--- config.mk ---
export PLATFORM = sky130hd
export DESIGN_NAME = sdram_port_arbiter_flat
export DESIGN_NICKNAME = d
export VERILOG_FILES = /design/src/rtl/sdram_port_arbiter_if.sv /design/src/rtl/sdram_port_arbiter.sv /design/src/flat_wrapper.sv
export SDC_FILE = /design/constraint.sdc
export NUM_CORES = 1
export LEC_CHECK = 0
export CORE_MARGIN = 4
export CORE_UTILIZATION = 30
export DETAILED_ROUTE_END_ITERATION = 10
export PLACE_DENSITY = 0.88
export SYNTH_ARGS = -nofsm -noshare
export SYNTH_HDL_FRONTEND = slang
export SYNTH_SLANG_ARGS = --single-unit
--- constraint.sdc ---
create_clock -name clk_clk -period 4.5 [get_ports clk_clk]
set_input_delay 0.675 -clock clk_clk [delete_from_list [all_inputs] [get_ports clk_clk]]
set_output_delay 0.675 -clock clk_clk [all_outputs]
set_load 0.03 [all_outputs]
--- src/rtl/sdram_port_arbiter_if.sv ---
// Avalon-MM pipelined port bundle shared by both masters and the SDRAM side.
// Master modport drives the command; slave modport answers with wait/read data.
interface sdram_port_arbiter_if #(
  parameter int AW = 22
);
  logic [AW-1:0] address;
  logic          read;
  logic          write;
  logic [15:0]   writedata;
  logic [1:0]    byteenable;
  logic          waitrequest;
  logic [15:0]   readdata;
  logic          readdatavalid;

  modport master (
    output address, read, write, writedata, byteenable,
    input  waitrequest, readdata, readdatavalid
  );

  modport slave (
    input  address, read, write, writedata, byteenable,
    output waitrequest, readdata, readdatavalid
  );
endinterface

--- src/rtl/sdram_port_arbiter.sv ---
// Two-master Avalon-MM arbiter in front of one SDRAM controller, with a read-tag FIFO
// steering returned data. Define SDRAM_ARB_RR_EN for round-robin, else master 0 has priority.
module sdram_port_arbiter #(
  parameter int MAX_PEND = 4,
  parameter int AW       = 22
) (
  input  logic                  clk_clk,
  input  logic                  reset_reset_n,
  sdram_port_arbiter_if.slave   m0,
  sdram_port_arbiter_if.slave   m1,
  sdram_port_arbiter_if.master  s,
  output logic                  arb_error
);

  localparam int PW = (MAX_PEND > 1) ? $clog2(MAX_PEND) : 1;
  localparam int CW = $clog2(MAX_PEND + 1);

`ifdef SDRAM_ARB_RR_EN
  localparam bit RR_EN = 1'b1;
`else
  localparam bit RR_EN = 1'b0;
`endif

  typedef enum logic [1:0] {IDLE, GRANT0, GRANT1} state_t;

  state_t        r_state;
  state_t        w_next;
  logic [CW-1:0] r_pending;
  logic [PW-1:0] r_wr_ptr;
  logic [PW-1:0] r_rd_ptr;
  logic          r_tag [MAX_PEND];
  logic          r_last;
  logic          r_err;

  logic          w_req0;
  logic          w_req1;
  logic          w_full;
  logic          w_granted;
  logic          w_gnt_id;
  logic          w_g_read;
  logic          w_g_write;
  logic          w_g_wait;
  logic          w_acc;
  logic          w_push;
  logic          w_pop;
  logic          w_stray;
  logic          w_head;
  logic [AW-1:0] w_s_address;
  logic [15:0]   w_s_writedata;
  logic [1:0]    w_s_byteenable;

  function automatic logic [PW-1:0] ptr_inc(input logic [PW-1:0] p);
    return (p == PW'(MAX_PEND - 1)) ? '0 : p + 1'b1;
  endfunction

  assign w_req0    = m0.read | m0.write;
  assign w_req1    = m1.read | m1.write;
  assign w_full    = (r_pending == CW'(MAX_PEND));
  assign w_granted = (r_state != IDLE);
  assign w_gnt_id  = (r_state == GRANT1);

  // Command path: the granted master is passed straight through to the controller.
  always_comb begin
    w_g_read       = w_gnt_id ? m1.read       : m0.read;
    w_g_write      = w_gnt_id ? m1.write      : m0.write;
    w_s_address    = w_gnt_id ? m1.address    : m0.address;
    w_s_writedata  = w_gnt_id ? m1.writedata  : m0.writedata;
    w_s_byteenable = w_gnt_id ? m1.byteenable : m0.byteenable;
    w_g_wait       = s.waitrequest | (w_g_read & w_full);
    w_acc          = w_granted & (w_g_read | w_g_write) & ~w_g_wait;
    w_push         = w_acc & w_g_read;
  end

  assign s.address    = w_s_address;
  assign s.writedata  = w_s_writedata;
  assign s.byteenable = w_s_byteenable;
  assign s.read       = w_granted & w_g_read & ~w_full;
  assign s.write      = w_granted & w_g_write;

  assign m0.waitrequest = (r_state == GRANT0) ? w_g_wait : 1'b1;
  assign m1.waitrequest = (r_state == GRANT1) ? w_g_wait : 1'b1;

  // Next grant; a stalled command always keeps its grant.
  always_comb begin
    w_next = r_state;
    case (r_state)
      IDLE: begin
        if (w_req0 && w_req1)
          w_next = (RR_EN && !r_last) ? GRANT1 : GRANT0;
        else if (w_req0)
          w_next = GRANT0;
        else if (w_req1)
          w_next = GRANT1;
      end
      GRANT0: begin
        if (!w_req0)
          w_next = w_req1 ? GRANT1 : IDLE;
        else if (w_acc && w_req1 && RR_EN)
          w_next = GRANT1;
      end
      GRANT1: begin
        if (!w_req1)
          w_next = w_req0 ? GRANT0 : IDLE;
        else if (w_acc && w_req0)
          w_next = GRANT0;
      end
      default: w_next = IDLE;
    endcase
  end

  always_ff @(posedge clk_clk or negedge reset_reset_n) begin
    if (!reset_reset_n) begin
      r_state <= IDLE;
      r_last  <= 1'b1;
    end else begin
      r_state <= w_next;
      if (w_acc)
        r_last <= w_gnt_id;
    end
  end

  // Read return path: data fans out to both, only the valid is steered by the head tag.
  assign w_pop   = s.readdatavalid & (r_pending != '0);
  assign w_stray = s.readdatavalid & (r_pending == '0);
  assign w_head  = r_tag[r_rd_ptr];

  assign m0.readdata      = s.readdata;
  assign m1.readdata      = s.readdata;
  assign m0.readdatavalid = w_pop & ~w_head;
  assign m1.readdatavalid = w_pop &  w_head;
  assign arb_error        = r_err;

  always_ff @(posedge clk_clk or negedge reset_reset_n) begin
    if (!reset_reset_n) begin
      r_pending <= '0;
      r_wr_ptr  <= '0;
      r_rd_ptr  <= '0;
      r_err     <= 1'b0;
      for (int i = 0; i < MAX_PEND; i++)
        r_tag[i] <= 1'b0;
    end else begin
      if (w_push) begin
        r_tag[r_wr_ptr] <= w_gnt_id;
        r_wr_ptr        <= ptr_inc(r_wr_ptr);
      end
      if (w_pop)
        r_rd_ptr <= ptr_inc(r_rd_ptr);
      case ({w_push, w_pop})
        2'b10:   r_pending <= r_pending + 1'b1;
        2'b01:   r_pending <= r_pending - 1'b1;
        default: r_pending <= r_pending;
      endcase
      if (w_stray)
        r_err <= 1'b1;
    end
  end

endmodule
--- src/flat_wrapper.sv ---
// flat-port wrapper written by rule: the top's interface ports become plain ports
module sdram_port_arbiter_flat 
#(
  parameter int MAX_PEND = 4,
  parameter int AW       = 22
)
  (clk_clk, reset_reset_n, arb_error, m0_address, m0_read, m0_write, m0_writedata, m0_byteenable, m0_waitrequest, m0_readdata, m0_readdatavalid, m1_address, m1_read, m1_write, m1_writedata, m1_byteenable, m1_waitrequest, m1_readdata, m1_readdatavalid, s_address, s_read, s_write, s_writedata, s_byteenable, s_waitrequest, s_readdata, s_readdatavalid);
  sdram_port_arbiter_if #(.AW(AW)) m0_i ();
  sdram_port_arbiter_if #(.AW(AW)) m1_i ();
  sdram_port_arbiter_if #(.AW(AW)) s_i ();
  input  logic clk_clk;
  input  logic reset_reset_n;
  output logic arb_error;
  input wire logic [$bits(m0_i.address)-1:0] m0_address;
  input wire logic [$bits(m0_i.read)-1:0] m0_read;
  input wire logic [$bits(m0_i.write)-1:0] m0_write;
  input wire logic [$bits(m0_i.writedata)-1:0] m0_writedata;
  input wire logic [$bits(m0_i.byteenable)-1:0] m0_byteenable;
  output wire logic [$bits(m0_i.waitrequest)-1:0] m0_waitrequest;
  output wire logic [$bits(m0_i.readdata)-1:0] m0_readdata;
  output wire logic [$bits(m0_i.readdatavalid)-1:0] m0_readdatavalid;
  input wire logic [$bits(m1_i.address)-1:0] m1_address;
  input wire logic [$bits(m1_i.read)-1:0] m1_read;
  input wire logic [$bits(m1_i.write)-1:0] m1_write;
  input wire logic [$bits(m1_i.writedata)-1:0] m1_writedata;
  input wire logic [$bits(m1_i.byteenable)-1:0] m1_byteenable;
  output wire logic [$bits(m1_i.waitrequest)-1:0] m1_waitrequest;
  output wire logic [$bits(m1_i.readdata)-1:0] m1_readdata;
  output wire logic [$bits(m1_i.readdatavalid)-1:0] m1_readdatavalid;
  output wire logic [$bits(s_i.address)-1:0] s_address;
  output wire logic [$bits(s_i.read)-1:0] s_read;
  output wire logic [$bits(s_i.write)-1:0] s_write;
  output wire logic [$bits(s_i.writedata)-1:0] s_writedata;
  output wire logic [$bits(s_i.byteenable)-1:0] s_byteenable;
  input wire logic [$bits(s_i.waitrequest)-1:0] s_waitrequest;
  input wire logic [$bits(s_i.readdata)-1:0] s_readdata;
  input wire logic [$bits(s_i.readdatavalid)-1:0] s_readdatavalid;
  assign m0_i.address = m0_address;
  assign m0_i.read = m0_read;
  assign m0_i.write = m0_write;
  assign m0_i.writedata = m0_writedata;
  assign m0_i.byteenable = m0_byteenable;
  assign m0_waitrequest = m0_i.waitrequest;
  assign m0_readdata = m0_i.readdata;
  assign m0_readdatavalid = m0_i.readdatavalid;
  assign m1_i.address = m1_address;
  assign m1_i.read = m1_read;
  assign m1_i.write = m1_write;
  assign m1_i.writedata = m1_writedata;
  assign m1_i.byteenable = m1_byteenable;
  assign m1_waitrequest = m1_i.waitrequest;
  assign m1_readdata = m1_i.readdata;
  assign m1_readdatavalid = m1_i.readdatavalid;
  assign s_address = s_i.address;
  assign s_read = s_i.read;
  assign s_write = s_i.write;
  assign s_writedata = s_i.writedata;
  assign s_byteenable = s_i.byteenable;
  assign s_i.waitrequest = s_waitrequest;
  assign s_i.readdata = s_readdata;
  assign s_i.readdatavalid = s_readdatavalid;
  sdram_port_arbiter #(.MAX_PEND(MAX_PEND), .AW(AW)) u_core (.clk_clk(clk_clk), .reset_reset_n(reset_reset_n), .m0(m0_i), .m1(m1_i), .s(s_i), .arb_error(arb_error));
endmodule
==> impl_metrics.csv, run 1 <==
group,metric,value,unit
place,portBuffers,134,
clock_network,cts_tree,"done",
place,place_congestion,0.726,
pwr,net-switching-power,328,uW
critical_path,slowest_delay,0.77,ns
timing,skew,0.000853,ns
critical_path,crit_required,3.83,ns
pwr,p_seq_share,27.6,%
critical_path,r2r_end,"u_core.r_pending[2]$_DFFE_PN0P_",
timing,setup_ws,1.40,ns
clock_network,cts-htree-levels,1,
clock_network,ctsRootBufferMaster,"clkbuf_8",
layout,final_cell_mix,"134 x clkdlybuf4s50_1, 122 x nand2_1, 14 x dfrtp_1, 11 x inv_1, 6 x ha_1",
critical_path,slowest_stage,"and2b_2",
floorplan,start_util,31.2,%
clock_network,cts-buffers-inserted,3,
floorplan,rows,26,
place,dpl_worst_slack,1.46,ns
synth,synth_cell_types,34,
detailed_routing,wl,5570,um
hold_path,hold_class,"reg2reg",
critical_path,setup.worst_path.end,"s_address[1]",
critical_path,rr_startpoint,"u_core.r_pending[0]$_DFFE_PN0P_",
run_status,status,"finished, final reports clean",
critical_path,ff2ff_path_depth,9,
global_route,grt_pass1_vias,1685,
detailed_routing,final_antenna_net_count,0,
detailed_routing,wl_per_cell,13.7,um
place,dpl_cell_area,2760,um2
timing,fin_crit_sh,68.8,%
synth,syn_inst,241,
critical_path,crit_start,"u_core.r_state[0]$_DFFE_PN0P_",
global_route,grt_max_degree,47,
floorplan,ioPinCount,183,
pwr,ir_drop,0.208,mV
synth,yosysWarnings,0,
synth,synthesis.nets,352,
critical_path,crit_chain,"and2b_2 > nand2_1 > nand2_1 > clkdlybuf4s50_1",
global_route,grt-ovfl-total,0,
clock_network,ctsLongestPathBuffers,2,
pwr,power_density,289,nW/um2
detailed_routing,drc,0,
global_route,grt_first_pass_wirelength,7630,um
clock_network,path_clk_slew,0.06,ns
pwr,leakage,0.00131,uW
floorplan,die_w,81.4,um
pwr,p_clk_share,15.2,%
place,hpwl,4470,um
critical_path,r2r_slack,2.23,ns
layout,stdcell_count,406,
clock_network,ctsResizeCount,0,
layout,syn2layout_area_growth,74.4,%
critical_path,endpoint_kind,"primary output",
critical_path,crit_arrival,2.42,ns
detailed_routing,viasPerCell,4.53,
floorplan,core,5170,um2
timing,drv_slew,0,
critical_path,critical_path_class,"reg2out",
layout,drive_above_1_share,4.46,%
floorplan,die_area,6620,um2
critical_path,crit_fanout,46,
synth,synth_edf_count,0,
timing,final_hold_viol_count,0,
timing,slew_headroom,47.2,%
clock_network,hold_buffers,0,
synth,async_flop_share,100,%
synth,ys_ff_latch,14,
synth,ys_seq_area_share,21.7,%
pwr,sw_frac_of_total,40.3,%
clock_network,cts_num_sinks,14,
floorplan,die_y,81.4,um
global_route,grtUsageTotal,14.4,%
pwr,power_frac_comb,57.2,%
pwr,p_int,487,uW
synth,syn_area,1610,um2
layout,final_cell_area,2820,um2
layout,mostFrequentLayoutCell,"clkdlybuf4s50_1",
timing,fin_crit,3.10,ns
timing,finalSetupViolCount,0,
place,dp.cells,402,
layout,num_antenna_cells,0,
timing,fin_tns_setup,0,ns
detailed_routing,routed-via-count,1840,
timing,fmax,323,MHz
timing,rsz0062_at_grt,"no",
global_route,antenna_found_initial,0,
detailed_routing,drt_iter0_markers,40,
run,maxCapViolCount,0,
critical_path,crit_path_frequent_cell,"nand2_1",
clock_network,cts_setup_buffers,0,
clock_network,insertion_delay,0.25,ns
synth,avgSynthCellArea,6.70,um2
critical_path,critPathLaunchType,"flop",
synth,ys.flop_type,"dfrtp_1",
timing,worstMarginPinSlew,0.792,ns
detailed_routing,drt_pass1_iterations,4,
layout,nets,448,
[registers in the layout, summed over array words and instances (netlist names)]
name / flops
u_core.arb_error: 1
u_core.r_pending: 3
u_core.r_rd_ptr: 2
u_core.r_state: 2
u_core.r_tag: 4
u_core.r_wr_ptr: 2
[worst min-delay path by stage]
stage / start / endpoint / slack [ns] / cells past startpoint
global placement: u_core.arb_error$_DFFE_PN0P_ / u_core.arb_error$_DFFE_PN0P_ / 0.44 / 1
CTS: u_core.arb_error$_DFFE_PN0P_ / u_core.arb_error$_DFFE_PN0P_ / 0.47 / 1
detailed placement: u_core.arb_error$_DFFE_PN0P_ / u_core.arb_error$_DFFE_PN0P_ / 0.45 / 1
floorplan: reset_reset_n / u_core.arb_error$_DFFE_PN0P_ / 0.38 / 0
global route: u_core.arb_error$_DFFE_PN0P_ / u_core.arb_error$_DFFE_PN0P_ / 0.48 / 1
finish: u_core.arb_error$_DFFE_PN0P_ / u_core.arb_error$_DFFE_PN0P_ / 0.47 / 1
[synthesized netlist by cell type (2+ instances only)]
cell	instances	area (um2)
a2111oi_1	3	30.0
mux2_1	3	33.8
a21oi_1	2	10.0
nor3_1	4	20.0
clkbuf_1	8	30.0
nor2_1	5	18.8
ha_1	6	75.1
a211o_1	2	17.5
inv_1	11	41.3
buf_4	32	240
mux2_2	4	45.0
xor2_1	2	17.5
a211oi_1	2	15.0
a21o_1	2	15.0
buf_1	2	7.51
dfrtp_1	14	350
nand2_1	122	458
[logic make-up (layout without fill, tap and decap cells)]
logic type / after synthesis / in the layout / share of synthesized area [%]
adder cells (fa/ha/maj): 7 / 7 / 5.89
AO/OA/AOI/OAI: 17 / 17 / 8.84
flip-flops: 14 / 14 / 21.7
AND/OR/NAND/NOR: 137 / 137 / 35.0
buffers and inverters: 54 / 149 / 20.1
multiplexers: 9 / 9 / 6.90
XOR/XNOR: 3 / 3 / 1.63
[area by class of cell]
type | count | area [um2]
sequential | 14 | 350
tap | 70 | 87.6
clock buffer | 4 | 55.1
timing repair buffer | 134 | 1340
fill | 445 | 2360
multi-input combinational | 173 | 940
inverter | 11 | 41.3
[per-layer routing]
layer  vias up  track usage, %  part of all wire [%]
li1        915               -                     -
met3         7            3.22                    11
met2       124            27.8                    51
met1       794            15.7                    37
met5         -               0                     0
met4         0            3.72                  0.86
[stage by stage]
step / utilization (%) / power [uW] / hold slack, ns
after floorplan: - / 540 / 0.379
after global placement: 53.4 / 675 / 0.441
after detailed placement: 53.4 / 691 / 0.451
after CTS: 54.4 / 820 / 0.468
after global routing: 54.4 / 871 / 0.481
final: 54.4 / 815 / 0.470
[power groups by stage]
stage / logic, uW / registers [uW] / clock network, uW
floorplan: 318 / 223 / 0
global placement: 452 / 222 / 0
detailed placement: 464 / 227 / 0
CTS: 471 / 225 / 124
global route: 511 / 231 / 129
finish: 466 / 225 / 124
[critical path, delay by kind of cell (launching register included)]
family                 cells  cell delay [ns]
and+or+nand+nor            3             1.02
buffers and inverters      1             0.68
DFF                        1             0.45
(Power assumes the default switching activity.)
==> run 2, diff against run 1 <==
--- a/config.mk
+++ b/config.mk
@@ -6,9 +6,9 @@
 export NUM_CORES = 1
 export LEC_CHECK = 0
 export CORE_MARGIN = 4
-export CORE_UTILIZATION = 30
+export CORE_UTILIZATION = 28
 export DETAILED_ROUTE_END_ITERATION = 10
-export PLACE_DENSITY = 0.88
+export PLACE_DENSITY = 0.83
 export SYNTH_ARGS = -nofsm -noshare
 export SYNTH_HDL_FRONTEND = slang
 export SYNTH_SLANG_ARGS = --single-unit
==> constraint.sdc (replaced) <==
create_clock -name clk_clk -period 3.03 [get_ports clk_clk]
set_input_delay 0.4545 -clock clk_clk [delete_from_list [all_inputs] [get_ports clk_clk]]
set_output_delay 0.4545 -clock clk_clk [all_outputs]
set_load 0.03 [all_outputs]
==> impl_metrics.csv, run 2 (synthesis results as in run 1) <==
group,metric,value,unit
critical_path,crit_start,"u_core.r_state[0]$_DFFE_PN0P_",
global_route,grt-ovfl-total,0,
global_route,grt_use_met1,18.7,%
critical_path,critical_path_class,"reg2out",
timing,slew_headroom,51.3,%
pwr,p_int,725,uW
clock_network,cts_tree,"done",
run,maxCapViolCount,0,
clock_network,ctsResizeCount,0,
clock_network,hold_buffers,0,
critical_path,endpoint_kind,"primary output",
floorplan,start_util,29.1,%
pwr,p_seq_share,27.2,%
pwr,total_power,1210,uW
floorplan,die_area,7040,um2
place,place_congestion,0.811,
critical_path,slowest_delay,0.73,ns
run_status,status,"finished, final reports clean",
timing,finalSetupViolCount,0,
global_route,antenna_found_initial,0,
timing,fin_crit_sh,91.0,%
hold_path,worstHoldStart,"u_core.arb_error$_DFFE_PN0P_",
detailed_routing,drt_iter0_markers,56,
layout,fillCellCount,519,
clock_network,ctsLongestPathBuffers,2,
global_route,top_usage_layer,"met2",
critical_path,critPathLaunchType,"flop",
detailed_routing,viasPerCell,4.51,
detailed_routing,final_antenna_net_count,0,
timing,fin_tns_setup,0,ns
critical_path,slowest_stage,"clkdlybuf4s50_1",
layout,drive_above_1_share,4.75,%
pwr,sw_frac_of_total,40.3,%
layout,num_antenna_cells,0,
layout,syn2layout_area_growth,75.8,%
detailed_routing,wl_per_cell,15.1,um
layout,top_regs,"u_core.r_tag: 4 flops, u_core.r_pending: 3 flops",
pwr,power_density,428,nW/um2
clock_network,cts_num_sinks,14,
pwr,power_frac_comb,57.7,%
global_route,grtUsageMet2,28.1,%
clock_network,cts-htree-levels,1,
timing,skew,0.00136,ns
timing,fmax,363,MHz
layout,mostFrequentLayoutCell,"clkdlybuf4s50_1",
clock_network,cts_setup_buffers,0,
clock_network,cts-buffers-inserted,3,
global_route,grt_first_pass_wirelength,9560,um
global_route,grt_pass1_vias,1841,
critical_path,crit_fanout,41,
global_route,grtUsageTotal,16.5,%
critical_path,crit_path_frequent_cell,"nand2_1",
layout,nets,449,
floorplan,ioPinCount,183,
place,portBuffers,134,
detailed_routing,drc,0,
pwr,leakage,0.00132,uW
detailed_routing,drt_pass1_iterations,4,
clock_network,insertion_delay,0.24,ns
layout,largest_reg_flops,4,
place,dpl_worst_slack,0.326,ns
floorplan,rows,27,
critical_path,crit_arrival,2.30,ns
timing,drv_slew,0,
critical_path,crit_chain,"or2b_2 > nand2_1 > nand2_1 > clkdlybuf4s50_1",
pwr,net-switching-power,489,uW
pwr,p_clk_share,15.1,%
global_route,grt_max_degree,42,
critical_path,crit_required,2.58,ns
critical_path,rr_startpoint,"u_core.r_pending[0]$_DFFE_PN0P_",
timing,worstMarginPinSlew,0.724,ns
pwr,ir_drop,0.439,mV
layout,regMostFlops,"u_core.r_tag",
layout,final_cell_mix,"134 x clkdlybuf4s50_1, 122 x nand2_1, 14 x dfrtp_1, 11 x inv_1, 6 x ha_1",
timing,final_hold_viol_count,0,
timing,fin_crit,2.76,ns
clock_network,path_clk_slew,0.06,ns
place,hpwl,5030,um
clock_network,ctsRootBufferMaster,"clkbuf_8",
detailed_routing,wl,6160,um
floorplan,core,5540,um2
hold_path,hold_class,"reg2reg",
floorplan,die_w,83.9,um
detailed_routing,routed-via-count,1843,
timing,rsz0062_at_grt,"no",
timing,setup_ws,0.272,ns
global_route,gr-usage-met3,8.59,%
floorplan,die_y,83.9,um
-- run 2: final cells by class --
type | count | area (um2) | area share [%]
Timing Repair Buffer | 135 | 1360 | 48.0
Multi-Input combinational cell | 173 | 940 | 33.1
Sequential cell | 14 | 350 | 12.3
Tap cell | 72 | 90.1 | 3.17
Clock buffer | 4 | 55.1 | 1.94
Inverter | 11 | 41.3 | 1.46
-- run 2: routing by layer --
layer | wire length, um | part of all wire, % | up-vias
met3 | 799 | 13 | 6
met2 | 2980 | 48 | 104
met5 | 0 | 0 | -
li1 | - | - | 917
met1 | 2350 | 38 | 816
met4 | 37 | 0.60 | 0
-- run 2: critical path: cells and delay by family (launching register included) --
family	cells	cell delay [ns]
DFF	1	0.49
and+or+nand+nor	3	0.82
buffers and inverters	1	0.73
-- run 2: path summary, 6_finish.rpt --
| check | to | slack (ns) | cells past startpoint |
|---|---|---|---|
| max | s_writedata[13] | 0.27 | 4 |
| min | u_core.arb_error$_DFFE_PN0P_ | 0.45 | 1 |
| max reg2reg | u_core.r_pending[2]$_DFFE_PN0P_ | 0.78 | 9 |
| min reg2reg | u_core.arb_error$_DFFE_PN0P_ | 0.45 | 1 |
| max in group asynchronous | u_core.r_tag[2]$_DFFE_PN0P_ | 2.01 | 1 |
| min in group asynchronous | u_core.arb_error$_DFFE_PN0P_ | 0.61 | 1 |
-- run 2: power by group through the flow --
stage               sequential, uW  combinational, uW  clock, uW
global route                   343                763        195
floorplan                      331                472          0
CTS                            331                708        184
detailed placement             334                700          0
global placement               329                676          0
finish                         331                700        184
-- run 2: per-stage QoR --
stage	util, %	instance area (um2)	hold slack, ns	instances
finish	51.2	2840	0.454	409
global route	51.2	2840	0.508	409
CTS	51.2	2840	0.458	409
detailed placement	50.2	2780	0.444	405
global placement	50.2	2780	0.437	405
floorplan	-	1610	0.159	241
==> run 3, diff against run 2 <==
--- a/config.mk
+++ b/config.mk
@@ -5,10 +5,12 @@
 export SDC_FILE = /design/constraint.sdc
 export NUM_CORES = 1
 export LEC_CHECK = 0
+export CELL_PAD_IN_SITES_DETAIL_PLACEMENT = 0
+export CELL_PAD_IN_SITES_GLOBAL_PLACEMENT = 1
 export CORE_MARGIN = 4
-export CORE_UTILIZATION = 28
+export CORE_UTILIZATION = 17
 export DETAILED_ROUTE_END_ITERATION = 10
-export PLACE_DENSITY = 0.83
+export PLACE_DENSITY = 0.84
 export SYNTH_ARGS = -nofsm -noshare
 export SYNTH_HDL_FRONTEND = slang
 export SYNTH_SLANG_ARGS = --single-unit
==> impl_metrics.csv, run 3 (synthesis results as in run 1) <==
group,metric,value,unit
critical_path,endpoint_kind,"primary output",
pwr,p_clk_share,15.4,%
critical_path,critPathLaunchType,"flop",
hold_path,worstHoldStart,"u_core.arb_error$_DFFE_PN0P_",
clock_network,cts_num_sinks,14,
place,hpwl,4520,um
critical_path,crit_path_frequent_cell,"nand2_1",
clock_network,cts-htree-levels,1,
global_route,grt_first_pass_wirelength,8710,um
detailed_routing,viasPerCell,3.87,
pwr,p_int,721,uW
run_status,status,"finished, final reports clean",
layout,nets,449,
critical_path,crit_chain,"or2b_2 > nand2_1 > nand2_1 > clkdlybuf4s50_1",
floorplan,start_util,17.5,%
critical_path,slowest_stage,"or2b_2",
detailed_routing,wl,5600,um
timing,finalSetupViolCount,0,
timing,rsz0062_at_grt,"no",
floorplan,die_area,11100,um2
run,maxCapViolCount,0,
hold_path,hold_end,"u_core.arb_error$_DFFE_PN0P_",
global_route,antenna_found_initial,0,
clock_network,cts-buffers-inserted,3,
critical_path,path_buf_inv,1,
pwr,sw_frac_of_total,39.8,%
critical_path,slowest_delay,0.69,ns
place,place_congestion,0.787,
timing,worstMarginPinSlew,0.786,ns
floorplan,die_w,105,um
pwr,net-switching-power,477,uW
timing,fin_crit_sh,91.1,%
detailed_routing,drt_pass1_iterations,4,
timing,fmax,362,MHz
layout,syn2layout_area_growth,80.2,%
clock_network,ctsLongestPathBuffers,2,
clock_network,cts_setup_buffers,0,
layout,top_regs,"u_core.r_tag: 4 flops, u_core.r_pending: 3 flops",
critical_path,critical_path_class,"reg2out",
clock_network,path_clk_slew,0.06,ns
critical_path,crit_fanout,41,
clock_network,insertion_delay,0.25,ns
critical_path,ff2ff_path_depth,8,
pwr,ir_drop,0.396,mV
detailed_routing,routed-via-count,1804,
global_route,grt_max_degree,42,
timing,fin_crit,2.76,ns
floorplan,ioPinCount,183,
timing,drv_slew,0,
pwr,power_frac_comb,57.0,%
hold_path,hold_class,"reg2reg",
detailed_routing,drt_iter0_markers,82,
place,dpl_cell_area,2850,um2
timing,final_hold_viol_count,0,
timing,skew,0.00509,ns
global_route,grt-ovfl-total,0,
place,portBuffers,134,
critical_path,rr_startpoint,"u_core.r_pending[0]$_DFFE_PN0P_",
clock_network,cts_tree,"done",
clock_network,ctsRootBufferMaster,"clkbuf_8",
timing,fin_hold_ws,0.459,ns
timing,slew_headroom,47.2,%
critical_path,crit_arrival,2.31,ns
critical_path,r2r_end,"u_core.r_pending[2]$_DFFE_PN0P_",
pwr,p_seq_share,27.6,%
layout,final_cell_mix,"134 x clkdlybuf4s50_1, 122 x nand2_1, 14 x dfrtp_1, 11 x inv_1, 6 x ha_1",
critical_path,r2r_slack,0.76,ns
layout,multi_input_area,940,um2
layout,regMostFlops,"u_core.r_tag",
layout,drive_above_1_share,4.75,%
layout,final_cell_area,2910,um2
detailed_routing,final_antenna_net_count,0,
critical_path,cp_top_family,"simple AND/OR/NAND/NOR gates",
timing,fin_tns_setup,0,ns
layout,largest_reg_flops,4,
floorplan,die_y,105,um
floorplan,core,9240,um2
layout,fillCellCount,977,
critical_path,crit_required,2.58,ns
detailed_routing,drc,0,
floorplan,rows,35,
layout,num_antenna_cells,0,
pwr,leakage,0.00132,uW
pwr,power_density,412,nW/um2
global_route,grtUsageTotal,9.48,%
detailed_routing,wl_per_cell,12.0,um
layout,mostFrequentLayoutCell,"clkdlybuf4s50_1",
hold_path,hold_depth,1,
clock_network,ctsResizeCount,0,
global_route,grt_pass1_vias,1781,
layout,regArea,350,um2
clock_network,hold_buffers,0,
run 3: cell counts in the layout (fill, tap and decap cells not counted):
Identical to the previous run, type by type.
run 3: worst register-to-register path, stage by stage, from the launching register on:
cell,delay [ns]
dfrtp_1,0.46
o31ai_1,0.71
inv_1,0.13
ha_1,0.26
inv_1,0.07
fa_1,0.17
xor2_1,0.15
nor2_1,0.06
xor2_1,0.13
run 3: routing by layer:
metal | vias to the layer above | global-route usage, % | wire, um
met5 | - | 0 | 0
met4 | 0 | 4.69 | 232
met3 | 18 | 2.20 | 507
met2 | 88 | 16.3 | 2540
met1 | 777 | 11.0 | 2310
li1 | 921 | - | -
run 3: area by class of cell:
type,instances,share of cell area [%]
clock buffer,4,1.89
inverter,11,1.42
multi-input combinational,173,32.3
sequential,14,12.0
tap,129,5.55
timing repair buffer,135,46.8
run 3: through the flow:
stage | setup slack, ns | power, uW | util, % | cells
after floorplan | 1.03 | 803 | - | 241
after global placement | 0.405 | 1010 | 30.9 | 462
after detailed placement | 0.345 | 1020 | 30.9 | 462
after CTS | 0.212 | 1210 | 31.5 | 466
after global routing | 0.0500 | 1290 | 31.5 | 466
final | 0.268 | 1200 | 31.5 | 466
run 3: power groups by stage:
stage / combinational, uW / clock, uW / sequential, uW
final: 682 / 185 / 331
after floorplan: 472 / 0 / 331
after global routing: 752 / 198 / 345
after CTS: 691 / 187 / 331
after global placement: 678 / 0 / 330
after detailed placement: 689 / 0 / 334
run 3: how the worst max path moves through the flow:
stage	startpoint	endpoint	slack, ns	cells past startpoint
after floorplan	u_core.r_pending[0]$_DFFE_PN0P_	u_core.r_pending[2]$_DFFE_PN0P_	1.03	9
after global placement	m1_read	u_core.r_pending[2]$_DFFE_PN0P_	0.41	10
after detailed placement	m1_read	u_core.r_pending[2]$_DFFE_PN0P_	0.34	10
after CTS	u_core.r_state[1]$_DFFE_PN0P_	s_writedata[5]	0.21	4
after global routing	u_core.r_state[1]$_DFFE_PN0P_	s_writedata[13]	0.05	4
final	u_core.r_state[1]$_DFFE_PN0P_	s_writedata[5]	0.27	4
